## config.mk

```make
export PLATFORM = sky130hd
export DESIGN_NAME = bcd_to_bin_seq
export DESIGN_NICKNAME = d
export VERILOG_FILES = /design/src/rtl/bcd_to_bin_seq_pkg.sv /design/src/rtl/bcd_to_bin_seq_mul10_add.sv /design/src/rtl/bcd_to_bin_seq.sv
export SDC_FILE = /design/constraint.sdc
export NUM_CORES = 1
export LEC_CHECK = 0
export CELL_PAD_IN_SITES_DETAIL_PLACEMENT = 0
export CELL_PAD_IN_SITES_GLOBAL_PLACEMENT = 1
export CORE_ASPECT_RATIO = 1.2
export CORE_MARGIN = 2
export CORE_UTILIZATION = 42
export CTS_BUF_LIST = sky130_fd_sc_hd__clkbuf_2
export DETAILED_ROUTE_END_ITERATION = 7
export GPL_TIMING_DRIVEN = 1
export PLACE_DENSITY_LB_ADDON = 0.1
export SLEW_MARGIN = 15
export SYNTH_ARGS = -nofsm -noshare
export SYNTH_HDL_FRONTEND = slang
export SYNTH_HIERARCHICAL = 1
export SYNTH_SLANG_ARGS = --single-unit
```

## constraint.sdc

```tcl
create_clock -name clk -period 2.24 [get_ports clk]
set_input_delay 0.448 -clock clk [delete_from_list [all_inputs] [get_ports clk]]
set_output_delay 0.448 -clock clk [all_outputs]
set_load 0.005 [all_outputs]
```

## src/rtl/bcd_to_bin_seq_pkg.sv

```systemverilog
// bcd_to_bin_seq_pkg: shared FSM states and BCD digit helpers for the BCD converters.
package bcd_to_bin_seq_pkg;

    typedef enum logic [1:0] {
        S_IDLE = 2'd0,
        S_CONV = 2'd1,
        S_DONE = 2'd2
    } state_t;

    localparam logic [3:0] BCD_MAX = 4'd9;

    function automatic logic is_bad_digit(input logic [3:0] d);
        return d > BCD_MAX;
    endfunction

endpackage

```

## src/rtl/bcd_to_bin_seq_mul10_add.sv

```systemverilog
// mul10_add: combinational y = a*10 + d using shift-add, truncated to BW bits.
module mul10_add #(
    parameter int BW = 7
) (
    input  logic [BW-1:0] a,
    input  logic [3:0]    d,
    output logic [BW-1:0] y
);

    assign y = (a << 3) + (a << 1) + BW'(d);

endmodule

```

## src/rtl/bcd_to_bin_seq.sv

```systemverilog
// bcd_to_bin_seq: MSD-first sequential BCD-to-binary converter with valid/ready on both sides.
module bcd_to_bin_seq
    import bcd_to_bin_seq_pkg::*;
#(
    parameter int NDIG = 2,
    parameter int BW   = 7
) (
    input  logic              clk,
    input  logic              reset,
    input  logic [4*NDIG-1:0] bcd_in,
    input  logic              in_valid,
    output logic              in_ready,
    output logic [BW-1:0]     bin_out,
    output logic              err,
    output logic              out_valid,
    input  logic              out_ready
);

    localparam int CW = $clog2(NDIG + 1);
    localparam logic [CW-1:0] LAST = CW'(NDIG - 1);

    state_t            state_q, state_d;
    logic [BW-1:0]     acc_q, acc_d, acc_nx;
    logic [CW-1:0]     cnt_q, cnt_d;
    logic [4*NDIG-1:0] dig_q, dig_d;
    logic              err_r_q, err_r_d;
    logic [BW-1:0]     bin_out_q, bin_out_d;
    logic              err_q, err_d;
    logic              out_valid_q, out_valid_d;
    logic              bad;

    always_comb begin
        bad = 1'b0;
        for (int i = 0; i < NDIG; i++) bad = bad | is_bad_digit(bcd_in[4*i +: 4]);
    end

    mul10_add #(.BW(BW)) u_mul10_add (
        .a(acc_q),
        .d(dig_q[4*NDIG-1 -: 4]),
        .y(acc_nx)
    );

    always_comb begin
        state_d     = state_q;
        acc_d       = acc_q;
        cnt_d       = cnt_q;
        dig_d       = dig_q;
        err_r_d     = err_r_q;
        bin_out_d   = bin_out_q;
        err_d       = err_q;
        out_valid_d = out_valid_q;
        case (state_q)
            S_IDLE: if (in_valid) begin
                dig_d   = bcd_in;
                acc_d   = '0;
                cnt_d   = '0;
                err_r_d = bad;
                state_d = S_CONV;
            end
            S_CONV: begin
                acc_d = acc_nx;
                dig_d = dig_q << 4;
                cnt_d = cnt_q + 1'b1;
                if (cnt_q == LAST) begin
                    state_d     = S_DONE;
                    out_valid_d = 1'b1;
                    bin_out_d   = err_r_q ? '0 : acc_nx;
                    err_d       = err_r_q;
                end
            end
            S_DONE: if (out_ready) begin
                state_d     = S_IDLE;
                out_valid_d = 1'b0;
                bin_out_d   = '0;
                err_d       = 1'b0;
            end
            default: state_d = S_IDLE;
        endcase
    end

    always_ff @(posedge clk) begin
        if (reset) begin
            state_q     <= S_IDLE;
            acc_q       <= '0;
            cnt_q       <= '0;
            dig_q       <= '0;
            err_r_q     <= 1'b0;
            bin_out_q   <= '0;
            err_q       <= 1'b0;
            out_valid_q <= 1'b0;
        end else begin
            state_q     <= state_d;
            acc_q       <= acc_d;
            cnt_q       <= cnt_d;
            dig_q       <= dig_d;
            err_r_q     <= err_r_d;
            bin_out_q   <= bin_out_d;
            err_q       <= err_d;
            out_valid_q <= out_valid_d;
        end
    end

    assign in_ready  = (state_q == S_IDLE);
    assign bin_out   = bin_out_q;
    assign err       = err_q;
    assign out_valid = out_valid_q;

endmodule

```

Yosys cells after proc, flatten, opt, wreduce, memory -nomap -nowiden
Index checks and enable logic that the tools add are counted.

Output and inout port bits: 10. Flip-flop bits (word level): 28. Input port bits: 12. Logic and storage cells: 46.

Equality and inequality tests: 6. Mux-type cells: 19. Add/subtract/negate cells: 3. Reduce and logical (&&, ||, !) cells: 7. $lt $le $gt $ge: 2. Bitwise operators: 1.

Operator list (count): 7-bit 2-to-1 mux (3); 8-bit case mux with 2 select lines (1); 7-bit case mux with 2 select lines (1); 6-bit case mux with 2 select lines (1); 4-bit greater-than comparator (second input constant) (2); 2-bit 2-to-1 mux (4); 8-bit 2-to-1 mux (1); 7-bit by 4-bit adder with 7-bit output (1); 7-bit adder (1); 6-bit 2-to-1 mux (1); 2-bit inequality test (second input constant) (3); 2-bit case mux with 3 select lines (1); 3-bit AND reduction (2); 2-bit by 1-bit == test with 1-bit output (second input constant) (2); 1-bit case mux with 2 select lines (2); 2-bit case mux with 2 select lines (1); 2-bit AND reduction (2); 2-bit nonzero test (2); 1-bit 2-to-1 mux (3); 2-bit by 1-bit adder with 2-bit output (second input constant) (1); 2-bit == test (second input constant) (1); 2-bit logical NOT (1); 1-bit OR (1).

Longest topological paths before layout
Depth in word-level cells: 5. Mapped depth: 9. Gate-level depth less buffers: 9.

Modules after synthesis
Netlist, hierarchy kept.

By module, submodules not included: bcd_to_bin_seq (sequential area each 580.6 sq um, area each 1133.6 sq um, cells an instance 113, times used 1); mul10_add (sequential area each 0.0 sq um, area each 254.0 sq um, cells an instance 29, times used 1).

Worst setup path before layout
No wires, ideal clock.

Path type: register -> register. Start: register acc_q[0]. End: register acc_q[6] (netlist name). Data required time: 2.112 ns. Setup time: 0.128 ns. Cell stages (with the launch flop): 10. Setup slack: 0.204 ns. Data arrival time: 1.908 ns. Path buffers: 0. Period minus slack after synthesis: 2.036 ns. Path through: dfxtp_1 > inv_1 > fa_1 > fa_1 > inv_1 > a21o_1 > a21oi_2 > xnor2_1 > a22oi_1 > nor2_1.

RTL lines: start, declared (RTL line bcd_to_bin_seq.sv:23) `logic [BW-1:0] acc_q, acc_d, acc_nx;`; start signal, assigned (RTL line bcd_to_bin_seq.sv:84) `acc_q <= '0;`; start signal, assigned (RTL line bcd_to_bin_seq.sv:93) `acc_q <= acc_d;`.

Worst setup path in the final report
Start: register acc_q[2]. End: register bin_out_q[6] (netlist: bin_out[6]).

Longest elaborated chain between the ends: 5.

Ends and longest elaborated chain: 7-bit adder (RTL line bcd_to_bin_seq_mul10_add.sv:10) `assign y = (a << 3) + (a << 1) + BW'(d);`; 7-bit by 4-bit adder with 7-bit output (RTL line bcd_to_bin_seq_mul10_add.sv:10); named net acc_nx[6] (RTL line bcd_to_bin_seq.sv:23); 7-bit 2-to-1 mux (RTL line bcd_to_bin_seq.sv:67) `bin_out_d = err_r_q ? '0 : acc_nx;`; 7-bit 2-to-1 mux (RTL line bcd_to_bin_seq.sv:64) `if (cnt_q == LAST) begin`; 7-bit case mux with 2 select lines (RTL line bcd_to_bin_seq.sv:52) `case (state_q)`; end signal, assigned (RTL line bcd_to_bin_seq.sv:97) `bin_out_q <= bin_out_d;`; end, declared (RTL line bcd_to_bin_seq.sv:27) `logic [BW-1:0] bin_out_q, bin_out_d;`.

The timed path passes the listed nets, and every way through them passes these cells. The select of a mux whose other input is x is not followed. A chain may end at the register's enable or synchronous reset.

==> impl_metrics.toml <==
[cts]
worst_skew_pair.late_latency_ns = 0.34
tritoncts = "done"
numCtsBuffers = 3
clock_tree.buffer_depth = 2
htree_num_levels = 1
cts_num_sinks = 28
clockRootBuffer = "clkbuf_2"
clk_transition_reported_paths_ns = 0.25
cts_hold_buffers = 0

[die]
design.core.area_mm2 = 0.00308
die_w_um = 55.9
die_height_um = 66.3
starting_density_of_the_core = 0.440
ios = 22
rows = 22
overall_die_area_mm2 = 0.00370

[critical_path]
worstReg2RegEnd = "bin_out[6]"
cp_max_fo = 3
worstRegToRegCells = 8
rr_startpoint = "acc_q[2]"
end_kind = "flop"
setup.worst_path.start = "acc_q[2]"
crit_required_ns = 2.52
register_to_register_setup_slack_ns = 0.16
endpoint = "bin_out[6]"
critPathKind = "flop to flop"
arrival_ns = 2.36
setup.worst_path.start_class = "flop"

[synthesis]
syn-instance-count = 139
yosys_warnings = 6
synthesis.area_mm2 = 0.00136
syn-num-nets = 162
mean_syn_cell_area_um2 = 9.76

[timing]
setup-tns-final_ns = 0
worst_slack_ns = 0.164
slew_headroom = 0.613
drv_slew = 0
worst_setup_skew_after_layout_ns = 0.00260
worstMarginPinSlew_ns = 0.578
post-route-period-util = 0.927
timing_hold_violations_final = 0
timing.final.crit_period_ns = 2.08
setup_viol = 0
max_freq_mhz = 482
rsz0062_at_grt = "no"

[placement]
gp_routability_congestion = 0.683
place_worst_setup_slack_ns = 0.0648
io_buffer_count = 21
post-place-cells = 190
dp_hpwl_mm = 2.06
area_post_placement_mm2 = 0.00159

[global_routing]
antenna_found_initial = 0
grt_first_pass_wirelength_mm = 4.75
groute.usage.overall = 0.162
grt_start_max_net_pins = 20
overflow = 0
via_count_of_the_first_global_routing_pass = 1061

[pwr]
static-leakage-power_nw = 0.688
irDropWorstVdd_mv = 0.261
power.density_cell_area_mw_per_mm2 = 552

[run_status]
outcome = "finished, final reports clean"

[min_path]
min-delay-path-class = "flop to flop"

[flow_run]
maxCapViolCount = 0

[final_layout]
final_cells = 196
final_area_mm2 = 0.00165
antenna-diode-count = 0
synthToLayoutAreaGrowth_pct = 21.6
n_fill_cell = 313
layout-drive-gt1-share = 0.131
finalNetCount = 184

[routing]
average_wire_length_per_cell_after_detail_routing_um = 14.0
post_drt_via_cell_ratio = 5.37
drc_errors = 0
vias = 1052
drtIter0Drc = 39
route.final.wire_length_mm = 2.74
drt_pre_antenna_iters = 4
detail-route-antenna-nets = 0
-- stage by stage --
| stage | util | total power [W] | hold slack [ns] |
|---|---|---|---|
| floorplan | - | 0.000670 | 0.454 |
| global placement | 0.515 | 0.000727 | 0.450 |
| detailed placement | 0.515 | 0.000733 | 0.467 |
| CTS | 0.521 | 0.000916 | 0.501 |
| global route | 0.535 | 0.000975 | 0.512 |
| finish | 0.535 | 0.000910 | 0.494 |
-- routing by layer --
layer	wire length [um]	GRT usage
met5	0	0
met4	20	0.0536
met3	58	0.0176
met2	1400	0.310
met1	1260	0.188
-- worst min-delay path by stage --
stage	start	slack (ns)	cells after the start	end
after floorplan	dig_q[0]	0.45	2	dig_q[0]
after global placement	err	0.45	1	err
after detailed placement	bin_out[4]	0.47	1	bin_out[4]
after CTS	err	0.50	1	err
after global routing	err	0.51	1	err
final	err	0.49	1	err
-- worst max-delay path, cell delays in order, from the launching register on --
cell     delay [ns]
dfxtp_2        0.40
inv_1          0.06
fa_1           0.51
fa_1           0.48
inv_1          0.07
a21o_1         0.12
a21oi_2        0.06
xnor2_1        0.12
a22o_1         0.19
-- report_power, final --
group | switching (W) | internal [W] | leakage, nW
registers | 0.0000255 | 0.000526 | 0.230
logic | 0.0000851 | 0.0000932 | 0.444
clock network | 0.000142 | 0.0000388 | 0.0140
total | 0.000252 | 0.000658 | 0.688
-- layout by cell type, fill, tap and decap left out, types with 2 or more instances in the layout --
cell and n:
a211oi_1 5, a21o_1 2, a21oi_1 5, a21oi_2 2
a22o_1 7, a22oi_1 8, buf_4 6, clkbuf_2 3
clkdlybuf4s50_1 21, dfxtp_1 24, dfxtp_2 4, fa_1 2
ha_1 8, inv_1 11, mux2i_1 5, nand3b_1 4
nor2_1 17, nor2b_1 2, o21ai_0 5, xnor2_1 4
-- flip-flops by register name, indices dropped and copies added, names as in the netlist --
name,flops
out_valid,1
acc_q,6
err_r_q,1
state_q,2
dig_q,8
bin_out,7
err,1
cnt_q,2
-- final cells by class --
| type | instances | area, um2 | area share |
|---|---|---|---|
| sequential | 28 | 566 | 0.343 |
| inverter | 11 | 41.3 | 0.0250 |
| multi-input combinational | 90 | 723 | 0.439 |
| clock buffer | 3 | 15.0 | 0.00910 |
| clock inverter | 1 | 3.75 | 0.00228 |
| tap | 36 | 45.0 | 0.0273 |
| timing repair buffer | 27 | 255 | 0.155 |
-- repair_timing --
item,4_1_cts,5_1_grt
gates resized for setup,0,7
buffers inserted,0,2
endpoints found under the setup margin,0,4
Power figures use the tool's default switching activity.
